### config.mk
export PLATFORM = sky130hd
export DESIGN_NAME = mem_stage
export DESIGN_NICKNAME = d
export VERILOG_FILES = /design/src/rtl/mem_stage.sv
export SDC_FILE = /design/constraint.sdc
export NUM_CORES = 1
export LEC_CHECK = 0
export ABC_AREA = 1
export ABC_CLOCK_PERIOD_IN_PS = 4900
export BUFFER_PORTS_ARGS = -buffer_cell sky130_fd_sc_hd__buf_4
export CORE_ASPECT_RATIO = 1.25
export CORE_MARGIN = 3
export CORE_UTILIZATION = 40
export CTS_CLUSTER_DIAMETER = 150
export DETAILED_ROUTE_END_ITERATION = 10
export HOLD_SLACK_MARGIN = 0.12
export PLACE_DENSITY = 0.69
export SYNTH_ARGS = -nofsm -noshare
export SYNTH_HDL_FRONTEND = slang
export SYNTH_SLANG_ARGS = --single-unit
### constraint.sdc
create_clock -name clk -period 4.9 [get_ports clk]
set_input_delay 0.98 -clock clk [delete_from_list [all_inputs] [get_ports clk]]
set_output_delay 0.98 -clock clk [all_outputs]
set_load 0.005 [all_outputs]
### src/rtl/mem_stage.sv
// MEM stage: captures SRAM read data and multiplier product, forms the load/mul/ALU result for WB.
// One-cycle residency minimum; a stalled instruction keeps its captured data until WB accepts it.
module mem_stage (
  input  logic        clk,
  input  logic        reset,
  input  logic        es2ms_valid,
  output logic        ms_allowin,
  input  logic [93:0] es2ms_bus,
  input  logic        exe_res_from_mul,
  input  logic [67:0] mul_result,
  input  logic [31:0] data_sram_rdata,
  input  logic        ws_allowin,
  output logic        ms2ws_valid,
  output logic [69:0] ms2ws_bus,
  output logic [4:0]  mem_dest,
  output logic        mem_rf_we,
  output logic [31:0] mem_result,
  output logic        ms_is_load
);

  // EXE->MEM bus fields
  logic [31:0] es_pc;
  logic [18:0] es_alu_op;
  logic [31:0] es_alu_result;
  logic [4:0]  es_load_op;
  logic [4:0]  es_dest;
  logic        es_gr_we;

  assign es_pc         = es2ms_bus[93:62];
  assign es_alu_op     = es2ms_bus[61:43];
  assign es_alu_result = es2ms_bus[42:11];
  assign es_load_op    = es2ms_bus[10:6];
  assign es_dest       = es2ms_bus[5:1];
  assign es_gr_we      = es2ms_bus[0];

  // Stage state
  logic        ms_valid_q,     ms_valid_d;
  logic        first_cycle_q,  first_cycle_d;
  logic [31:0] pc_q,           pc_d;
  logic [18:0] alu_op_q,       alu_op_d;
  logic [31:0] alu_result_q,   alu_result_d;
  logic [4:0]  load_op_q,      load_op_d;
  logic [4:0]  dest_q,         dest_d;
  logic        gr_we_q,        gr_we_d;
  logic        res_from_mul_q, res_from_mul_d;
  logic [31:0] rdata_hold_q,   rdata_hold_d;
  logic [63:0] mul_hold_q,     mul_hold_d;

  logic        ms_ready_go;
  logic        accept;

  assign ms_ready_go = 1'b1;
  assign ms_allowin  = ~ms_valid_q | (ms_ready_go & ws_allowin);
  assign ms2ws_valid = ms_valid_q & ms_ready_go;
  assign accept      = es2ms_valid & ms_allowin;

  always_comb begin
    ms_valid_d     = ms_valid_q;
    pc_d           = pc_q;
    alu_op_d       = alu_op_q;
    alu_result_d   = alu_result_q;
    load_op_d      = load_op_q;
    dest_d         = dest_q;
    gr_we_d        = gr_we_q;
    res_from_mul_d = res_from_mul_q;
    rdata_hold_d   = rdata_hold_q;
    mul_hold_d     = mul_hold_q;
    // A fresh instruction always starts in its first cycle; otherwise the flag drops.
    first_cycle_d  = accept;

    if (ms_allowin) begin
      ms_valid_d = es2ms_valid;
    end

    if (accept) begin
      pc_d           = es_pc;
      alu_op_d       = es_alu_op;
      alu_result_d   = es_alu_result;
      load_op_d      = es_load_op;
      dest_d         = es_dest;
      gr_we_d        = es_gr_we;
      res_from_mul_d = exe_res_from_mul;
    end

    // Response data is only guaranteed during the first MEM cycle; keep a copy for stalls.
    if (first_cycle_q) begin
      rdata_hold_d = data_sram_rdata;
      mul_hold_d   = mul_result[63:0];
    end
  end

  always_ff @(posedge clk) begin
    if (reset) begin
      ms_valid_q     <= 1'b0;
      first_cycle_q  <= 1'b0;
      pc_q           <= 32'd0;
      alu_op_q       <= 19'd0;
      alu_result_q   <= 32'd0;
      load_op_q      <= 5'd0;
      dest_q         <= 5'd0;
      gr_we_q        <= 1'b0;
      res_from_mul_q <= 1'b0;
      rdata_hold_q   <= 32'd0;
      mul_hold_q     <= 64'd0;
    end else begin
      ms_valid_q     <= ms_valid_d;
      first_cycle_q  <= first_cycle_d;
      pc_q           <= pc_d;
      alu_op_q       <= alu_op_d;
      alu_result_q   <= alu_result_d;
      load_op_q      <= load_op_d;
      dest_q         <= dest_d;
      gr_we_q        <= gr_we_d;
      res_from_mul_q <= res_from_mul_d;
      rdata_hold_q   <= rdata_hold_d;
      mul_hold_q     <= mul_hold_d;
    end
  end

  // Effective data: live bus in the first cycle, captured copy afterwards
  logic [31:0] rdata_eff;
  logic [63:0] mul_eff;

  assign rdata_eff = first_cycle_q ? data_sram_rdata   : rdata_hold_q;
  assign mul_eff   = first_cycle_q ? mul_result[63:0]  : mul_hold_q;

  // Load byte/half extraction
  logic [1:0]  addr;
  logic [7:0]  load_byte;
  logic [15:0] load_half;
  logic [31:0] load_data;

  assign addr = alu_result_q[1:0];

  always_comb begin
    load_byte = rdata_eff[7:0];
    case (addr)
      2'd0: load_byte = rdata_eff[7:0];
      2'd1: load_byte = rdata_eff[15:8];
      2'd2: load_byte = rdata_eff[23:16];
      2'd3: load_byte = rdata_eff[31:24];
      default: load_byte = rdata_eff[7:0];
    endcase
  end

  assign load_half = addr[1] ? rdata_eff[31:16] : rdata_eff[15:0];

  always_comb begin
    load_data = rdata_eff;
    if (load_op_q[0]) begin
      load_data = {{24{load_byte[7]}}, load_byte};
    end else if (load_op_q[1]) begin
      load_data = {24'd0, load_byte};
    end else if (load_op_q[2]) begin
      load_data = {{16{load_half[15]}}, load_half};
    end else if (load_op_q[3]) begin
      load_data = {16'd0, load_half};
    end else if (load_op_q[4]) begin
      load_data = rdata_eff;
    end
  end

  // Multiplier selection: high word for mulh.w / mulh.wu, low word otherwise
  logic [31:0] mul_data;

  always_comb begin
    mul_data = mul_eff[31:0];
    if (alu_op_q[12]) begin
      mul_data = mul_eff[31:0];
    end else if (alu_op_q[13] | alu_op_q[14]) begin
      mul_data = mul_eff[63:32];
    end
  end

  logic        is_load;
  logic [31:0] final_result;

  assign is_load = |load_op_q;

  always_comb begin
    final_result = alu_result_q;
    if (is_load) begin
      final_result = load_data;
    end else if (res_from_mul_q) begin
      final_result = mul_data;
    end
  end

  assign ms2ws_bus  = {pc_q, dest_q, final_result, gr_we_q};
  assign mem_dest   = dest_q;
  assign mem_rf_we  = ms_valid_q & gr_we_q;
  assign mem_result = final_result;
  assign ms_is_load = ms_valid_q & is_load;

  // Opcode bits not consumed here and the multiplier's guard bits
  logic unused_bits;
  assign unused_bits = ^{alu_op_q[18:15], alu_op_q[11:0], mul_result[67:64]};

endmodule

# Word-level counts from Yosys, hierarchy flattened
# Index checks and enable logic that the tools add are counted.
# totals
register_bits	189
input_bits	199
out_inout_bits	111
elab_cells	34
# classes
n_eq_ne	3
mux	12
bitwise_logic	6
reduce_logical	2
# op_table
operator	n
$mux 32	9
$mux 64	1
$pmux 8 s4	1
$mux 16	1
$reduce_or 5->1	1
$eq 2x2->1 const B	2
$and 1x1->1	3
$eq 2x1->1 const B	1
$logic_not 2->1	1
$or 1x1->1	2
$not 1->1	1

# Logic depth before layout (Yosys ltp)
# Gate-level depths: netlist (run 1).
# logic_depth
ltp_word	7
depth_mapped	13
depth_no_buf	9

# Worst setup path before layout (run 1)
# OpenSTA, ideal clock, no wires.
# synth_timing
path_kind	input to output
from	input port data_sram_rdata[15]
to	output port ms2ws_bus[12]
arrival_time_ns	1.854
required_ns	3.920
setup_slack_ns	2.066
path_stages	10
path_buffers	2
cell_sequence	inv_1 > nand2_1 > nand3_2 > nand2_1 > nand2_1 > nand2_2 > nand2_2 > buf_6 > a21oi_2 > buf_4
# synth_via
elab_chain_cells	4
# synth_lines
element	line_no	source
start, declared	11	input logic [31:0] data_sram_rdata,
$mux 32	-	
$pmux 8 s4	137	case (addr)
$mux 32	150	if (load_op_q[0]) begin
$mux 32	182	if (is_load) begin
end, declared	14	output logic [69:0] ms2ws_bus,
# Every way passes these cells.

# Worst setup path in the final report (run 1)
# layout_timing
from	register first_cycle_q
to	output port ms2ws_bus[32]
# layout_via
elab_chain_cells	6
elab_cells_between_ends	12
cone_classes	mux (12)
# layout_lines
element	line_no	source
start, declared	38	logic first_cycle_q, first_cycle_d;
start signal, assigned	107	first_cycle_q <= first_cycle_d;
$mux 32	-	
$mux 32 / $mux 16 (equally long branches)	156, 146	
$mux 32	154	end else if (load_op_q[2]) begin
$mux 32	152	end else if (load_op_q[1]) begin
$mux 32	150	
$mux 32 (*)	182	
# Mark *: on every way between the ends. The rest lies on a longest branch, timed or not.

==> results of run 1 <==
## power by group through the flow
stage | sequential (W) | clock, W | combinational, W
6_report | 0.00157 | 0.00149 | 0.000987
5_1_grt | 0.00158 | 0.00157 | 0.00109
4_1_cts | 0.00157 | 0.00151 | 0.000994
3_5_place_dp | 0.00160 | 0 | 0.000991
3_3_place_gp | 0.00160 | 0 | 0.000982
2_1_floorplan | 0.00159 | 0 | 0.000600
## kinds of logic (layout without fill, tap and decap cells)
logic type      Yosys count  count (layout)  synth area share (%)
simple gates            777             777                  34.4
buf+inv                 257             471                  13.2
compound gates          198             198                  12.1
flops                   177             177                  39.8
mux                       4               4                 0.449
## worst paths after layout
check        slack, ns          endpoint  depth (start not counted)
min reg2reg       0.47  alu_result_q[28]                          2
min               0.47  alu_result_q[28]                          2
max reg2reg       2.80  rdata_hold_q[22]                          3
max               0.84     ms2ws_bus[32]                          8
## placed cells by master, fill, tap and decap left out, drive strengths merged
master / n
bufinv: 3
buf: 302
clkinv: 2
inv: 142
o22ai: 1
clkbuf: 20
clkinvlp: 2
a21oi: 136
or2: 6
o21ai: 55
nand3: 66
nor2: 173
dfxtp: 177
nand2: 532
mux2i: 4
a211oi: 6
## registers in the layout, summed over array words and instances, names as in the netlist, 3 cells and up
register	flops
mem_dest	5
pc_q	32
alu_op_q	3
rdata_hold_q	32
alu_result_q	32
mul_hold_q	64
load_op_q	5
## stage by stage
stage,hold slack (ns),std cells
floorplan,0.445,1413
global placement,0.452,1874
detailed placement,0.456,1874
CTS,0.467,1906
global route,0.480,1906
finish,0.466,1906
## final cells by class
type | count | area (um^2) | share of cell area [%]
multi-input cells | 979 | 4200 | 36.4
well taps | 279 | 349 | 3.03
flip-flops and latches | 177 | 3550 | 30.8
clock buffers | 20 | 478 | 4.15
clock inverters | 12 | 165 | 1.43
inverters | 137 | 514 | 4.46
repair buffers | 302 | 2270 | 19.7
## routing by layer
layer / vias up / global-route usage (%) / wire, um
met2: 321 / 39.0 / 13700
met1: 4119 / 28.3 / 12000
met3: 67 / 6.31 / 2150
met4: 0 / 10.2 / 1150
met5: - / 0 / 0
li1: 4698 / - / -
## Yosys cell counts, types with 6 or more instances
master	n	area, um^2
nand2_1	527	1980
dfxtp_1	177	3540
nor2_1	167	627
inv_1	131	492
a21oi_1	116	581
nand3_1	65	325
o21ai_0	51	255
clkbuf_1	46	173
buf_4	43	323
buf_2	25	125
a21oi_2	20	175
a211oi_1	6	45.0
inv_2	6	22.5
or2_2	6	37.5
## critical path: cells and delay by family (launching register included)
family	cells	cell delay [ns]
and+or+nand+nor	4	0.31
AOI/OAI and AO/OA	2	0.75
DFF	1	0.59
buffers and inverters	2	0.97
==> out/results.tsv, run 1 <==
metric	value	unit
Fmax achieved	0.246	GHz
worst-path maximum fanout	88	
critical path type	reg2out	
Peak supply drop	0.242	mV
max incr delay on CP	0.75	ns
Die X	140	um
PwrDens	351	nW/um^2
CTS tree	built	
yosys warns	0	
crit-path cells	buf_4 > o21ai_0 > nand2_1 > nand3_1 > nand2_1 > nor2_1 > a21oi_1 > buf_4	
status	complete, no violations	
All-Layer GR Usage	23.4	%
PnR worst setup slack	0.843	ns
vias after detailed routing	9205	
port bufs	289	
Syn Area/Cell	6.31	um^2
#FFs+latches synth	177	
ANT cells	0	
crit end category	output pin	
clock buffer depth	2	
nets@finish	1813	
sequential share of power	38.8	%
Num CTS Buffers	17	
via/cell ratio	4.83	
CP required	3.92	ns
DP Area	10900	um^2
post-synth cell types	24	
worst hold start	alu_result_q[28]	
P_int	0.00283	W
die area	24100	um^2
critical path startpoint	first_cycle_q	
ys async rst share	0	%
clock network fraction of total power	36.8	%
post-CTS resize count	0	
Switching Share	30.0	%
Final Cycle Share	82.8	%
area grow syn2layout	29.3	%
DIE HEIGHT	173	um
sequential cell area fraction in the yosys report	39.8	%
Rel. slew slack	27.0	%
Filler cells	2245	
slowest stage cell on the critical path	buf_4	
initial antenna violation count	0	
Routed WL per cell	15.2	um
fin util	53.1	%
CTS clk-pin slew, worst paths	0.07	ns
largest net degree at the start of global routing	99	
pre-CTS setup slack	1.32	ns
CP startpoint kind	register	
fraction of final layout cells sized beyond drive strength 1	23.4	%
max cap viols	0	
dominant synthesized flop cell	dfxtp_1	
Power Total	0.00405	W
setup repair after global routing missed its margin	false	
Netlist Area Pre-Place	8910	um^2
core box area	21700	um^2
final max-slew violation count	0	
setup bufs post-CTS	0	
Sw Pwr	0.00121	W
fin area	11500	um^2
final setup skew	0.00931	ns
clock sink count	177	
Iter 0 DRT Violations	598	
# H-tree levels	4	
leakage	5.88	nW
HP Class	reg2reg	
boundary pin count	310	
gpl congestion	0.891	
HPWL after DPL	20.9	mm
WL final	29.0	mm
FP Rows	60	
Worst-Margin Slew	1.09	ns
GRT overflow	0	
FF-to-FF Start	first_cycle_q	
number of synthesized flops with an enable pin	0	
Setup TNS	0	ns
Synthesized Nets	1612	
clk_lat worst skew	0.43	ns
post-synthesis cell count	1413	
DRC violations left	0	
CP Data Arrival Time	3.08	ns
drt first pass iters	5	
setup violators final	0	
first-pass GRT wire length	45.7	mm
final number of hold-violating endpoints	0	
number of global-route vias before repair	8927	
Starting Density	41.1	%
Root Buffer	clkbuf_16	
Gate power share	24.4	%
DRT antenna net count	0	
cts hold-fix bufs	0	
minimum clock period	4.06	ns
(Power assumes the default switching activity.)
==> run 2, diff against run 1 <==
ABC_CLOCK_PERIOD_IN_PS = 3750   (was 4900)
clock period = 3.75 ns   (was 4.9 ns; I/O delays follow)
==> out/results.tsv, run 2 (synthesized netlist as in run 1, its figures left out) <==
metric	value	unit	change
minimum clock period	3.48	ns	
Rel. slew slack	38.4	%	was 27.0%
Starting Density	41.1	%	unchanged
CTS clk-pin slew, worst paths	0.07	ns	about the same
storage element area	3550	um^2	unchanged
ANT cells	0		unchanged
GRT overflow	0		unchanged
final setup skew	0.00833	ns	was 0.00931 ns
CTS tree	built		unchanged
fin area	11500	um^2	about the same
Die X	140	um	unchanged
commonest non-fill, non-tap cells in the layout	nand2_1 (526), buf_4 (300), dfxtp_1 (176)		was nand2_1 (526), buf_4 (301), dfxtp_1 (176)
drt first pass iters	4		was 5
Filler cells	2295		was 2245
number of flip-flops in the largest register	64		unchanged
commonest non-fill, non-tap cell in the layout	nand2_1		unchanged
FF-to-FF Start	first_cycle_q		unchanged
DIE HEIGHT	173	um	unchanged
Fmax achieved	0.287	GHz	
die area	24100	um^2	unchanged
CP Data Arrival Time	2.73	ns	was 3.08 ns
setup violators final	0		unchanged
fraction of final layout cells sized beyond drive strength 1	23.5	%	was 23.4%
clk_lat worst skew	0.43	ns	about the same
Root Buffer	clkbuf_16		unchanged
number of global-route vias before repair	8898		was 8927
first-pass GRT wire length	45.6	mm	was 45.7 mm
crit end category	output pin		unchanged
Reg2Reg Depth	3		unchanged
area grow syn2layout	29.1	%	was 29.3%
All-Layer GR Usage	23.3	%	was 23.4%
boundary pin count	310		unchanged
HP Class	reg2reg		unchanged
largest net degree at the start of global routing	90		was 99
final number of hold-violating endpoints	0		unchanged
cts hold-fix bufs	0		unchanged
Reg2Reg Setup Slack	1.85	ns	was 2.80 ns
Peak supply drop	0.330	mV	was 0.242 mV
vias after detailed routing	9167		was 9205
port bufs	289		unchanged
setup repair after global routing missed its margin	false		unchanged
final max-slew violation count	0		unchanged
PwrDens	447	nW/um^2	was 351 nW/um^2
Final Cycle Share	92.9	%	
status	complete, no violations		unchanged
setup bufs post-CTS	0		unchanged
DP Area	10900	um^2	about the same
clock sink count	177		unchanged
Biggest register	mul_hold_q		unchanged
Routed WL per cell	15.1	um	was 15.2 um
leakage	5.87	nW	was 5.88 nW
DRC violations left	0		unchanged
core box area	21700	um^2	unchanged
DRT antenna net count	0		unchanged
via/cell ratio	4.81		was 4.83
hold path depth	2		unchanged
# H-tree levels	4		unchanged
worst-path maximum fanout	70		was 88
CP required	3.00	ns	was 3.92 ns
Worst-Margin Slew	0.924	ns	was 1.09 ns
clock buffer depth	2		unchanged
worst hold start	alu_result_q[5]		was alu_result_q[28]
nets@finish	1814		was 1813
critical path type	reg2out		unchanged
CP startpoint kind	register		unchanged
area of the multi-input gates	4200	um^2	unchanged
FP Rows	60		unchanged
WL final	28.7	mm	was 29.0 mm
Worst Hold End	alu_result_q[5]		was alu_result_q[28]
gpl congestion	0.888		was 0.891
HPWL after DPL	20.9	mm	about the same
max cap viols	0		unchanged
reg-to-reg endpoint	rdata_hold_q[22]		unchanged
Iter 0 DRT Violations	678		was 598
post-CTS resize count	0		unchanged
critical path startpoint	first_cycle_q		unchanged
Setup TNS	0	ns	unchanged
Num CTS Buffers	17		unchanged
initial antenna violation count	0		unchanged
## run 2: how the worst max path moves through the flow
stage                               end  slack (ns)  depth (start not counted)
after floorplan           ms2ws_bus[12]        1.38                         10
after global placement    ms2ws_bus[30]        0.70                         11
after detailed placement  ms2ws_bus[30]        0.71                         11
after CTS                 mem_result[6]        0.27                          8
after global routing       ms2ws_bus[7]        0.07                          8
final                     mem_result[6]        0.27                          8
## run 2: report_power, final
part	leakage (nW)	internal [W]	total, W	switching [W]
Combinational	4.12	0.000573	0.00130	0.000729
Sequential	1.46	0.00199	0.00205	0.0000557
Clock	0.292	0.000950	0.00179	0.000845
## run 2: final cells by class
| class | instances | area share [%] |
|---|---|---|
| clock buffers | 17 | 3.70 |
| clock inverters | 15 | 1.42 |
| inverters | 137 | 4.47 |
| multi-input cells | 979 | 36.5 |
| flip-flops and latches | 177 | 30.8 |
| well taps | 279 | 3.03 |
| repair buffers | 303 | 20.0 |
## run 2: per-layer routing
| layer | GRT usage [%] | vias up | part of all wire (%) |
|---|---|---|---|
| li1 | - | 4699 | - |
| met1 | 28.7 | 4114 | 42 |
| met2 | 39.3 | 304 | 48 |
| met3 | 5.84 | 50 | 6.7 |
| met4 | 8.85 | 0 | 3.3 |
| met5 | 0 | - | 0 |
## run 2: critical path, cell delays in order (launching register included)
cell,delay (ns)
dfxtp_4,0.53
buf_4,0.61
o21ai_0,0.42
o22ai_1,0.20
nand2_1,0.07
nand2_1,0.06
nand2_1,0.10
nand2_1,0.11
buf_4,0.11
## run 2: through the flow
| step | hold slack [ns] | setup slack, ns | power (W) | utilization (%) | cells |
|---|---|---|---|---|---|
| final | 0.466 | 0.266 | 0.00515 | 53.0 | 1907 |
| after global routing | 0.487 | 0.0700 | 0.00541 | 53.0 | 1907 |
| after CTS | 0.468 | 0.274 | 0.00519 | 53.0 | 1907 |
| after detailed placement | 0.456 | 0.709 | 0.00340 | 50.3 | 1875 |
| after global placement | 0.452 | 0.699 | 0.00338 | 50.3 | 1875 |
| after floorplan | 0.445 | 1.38 | 0.00286 | - | 1413 |
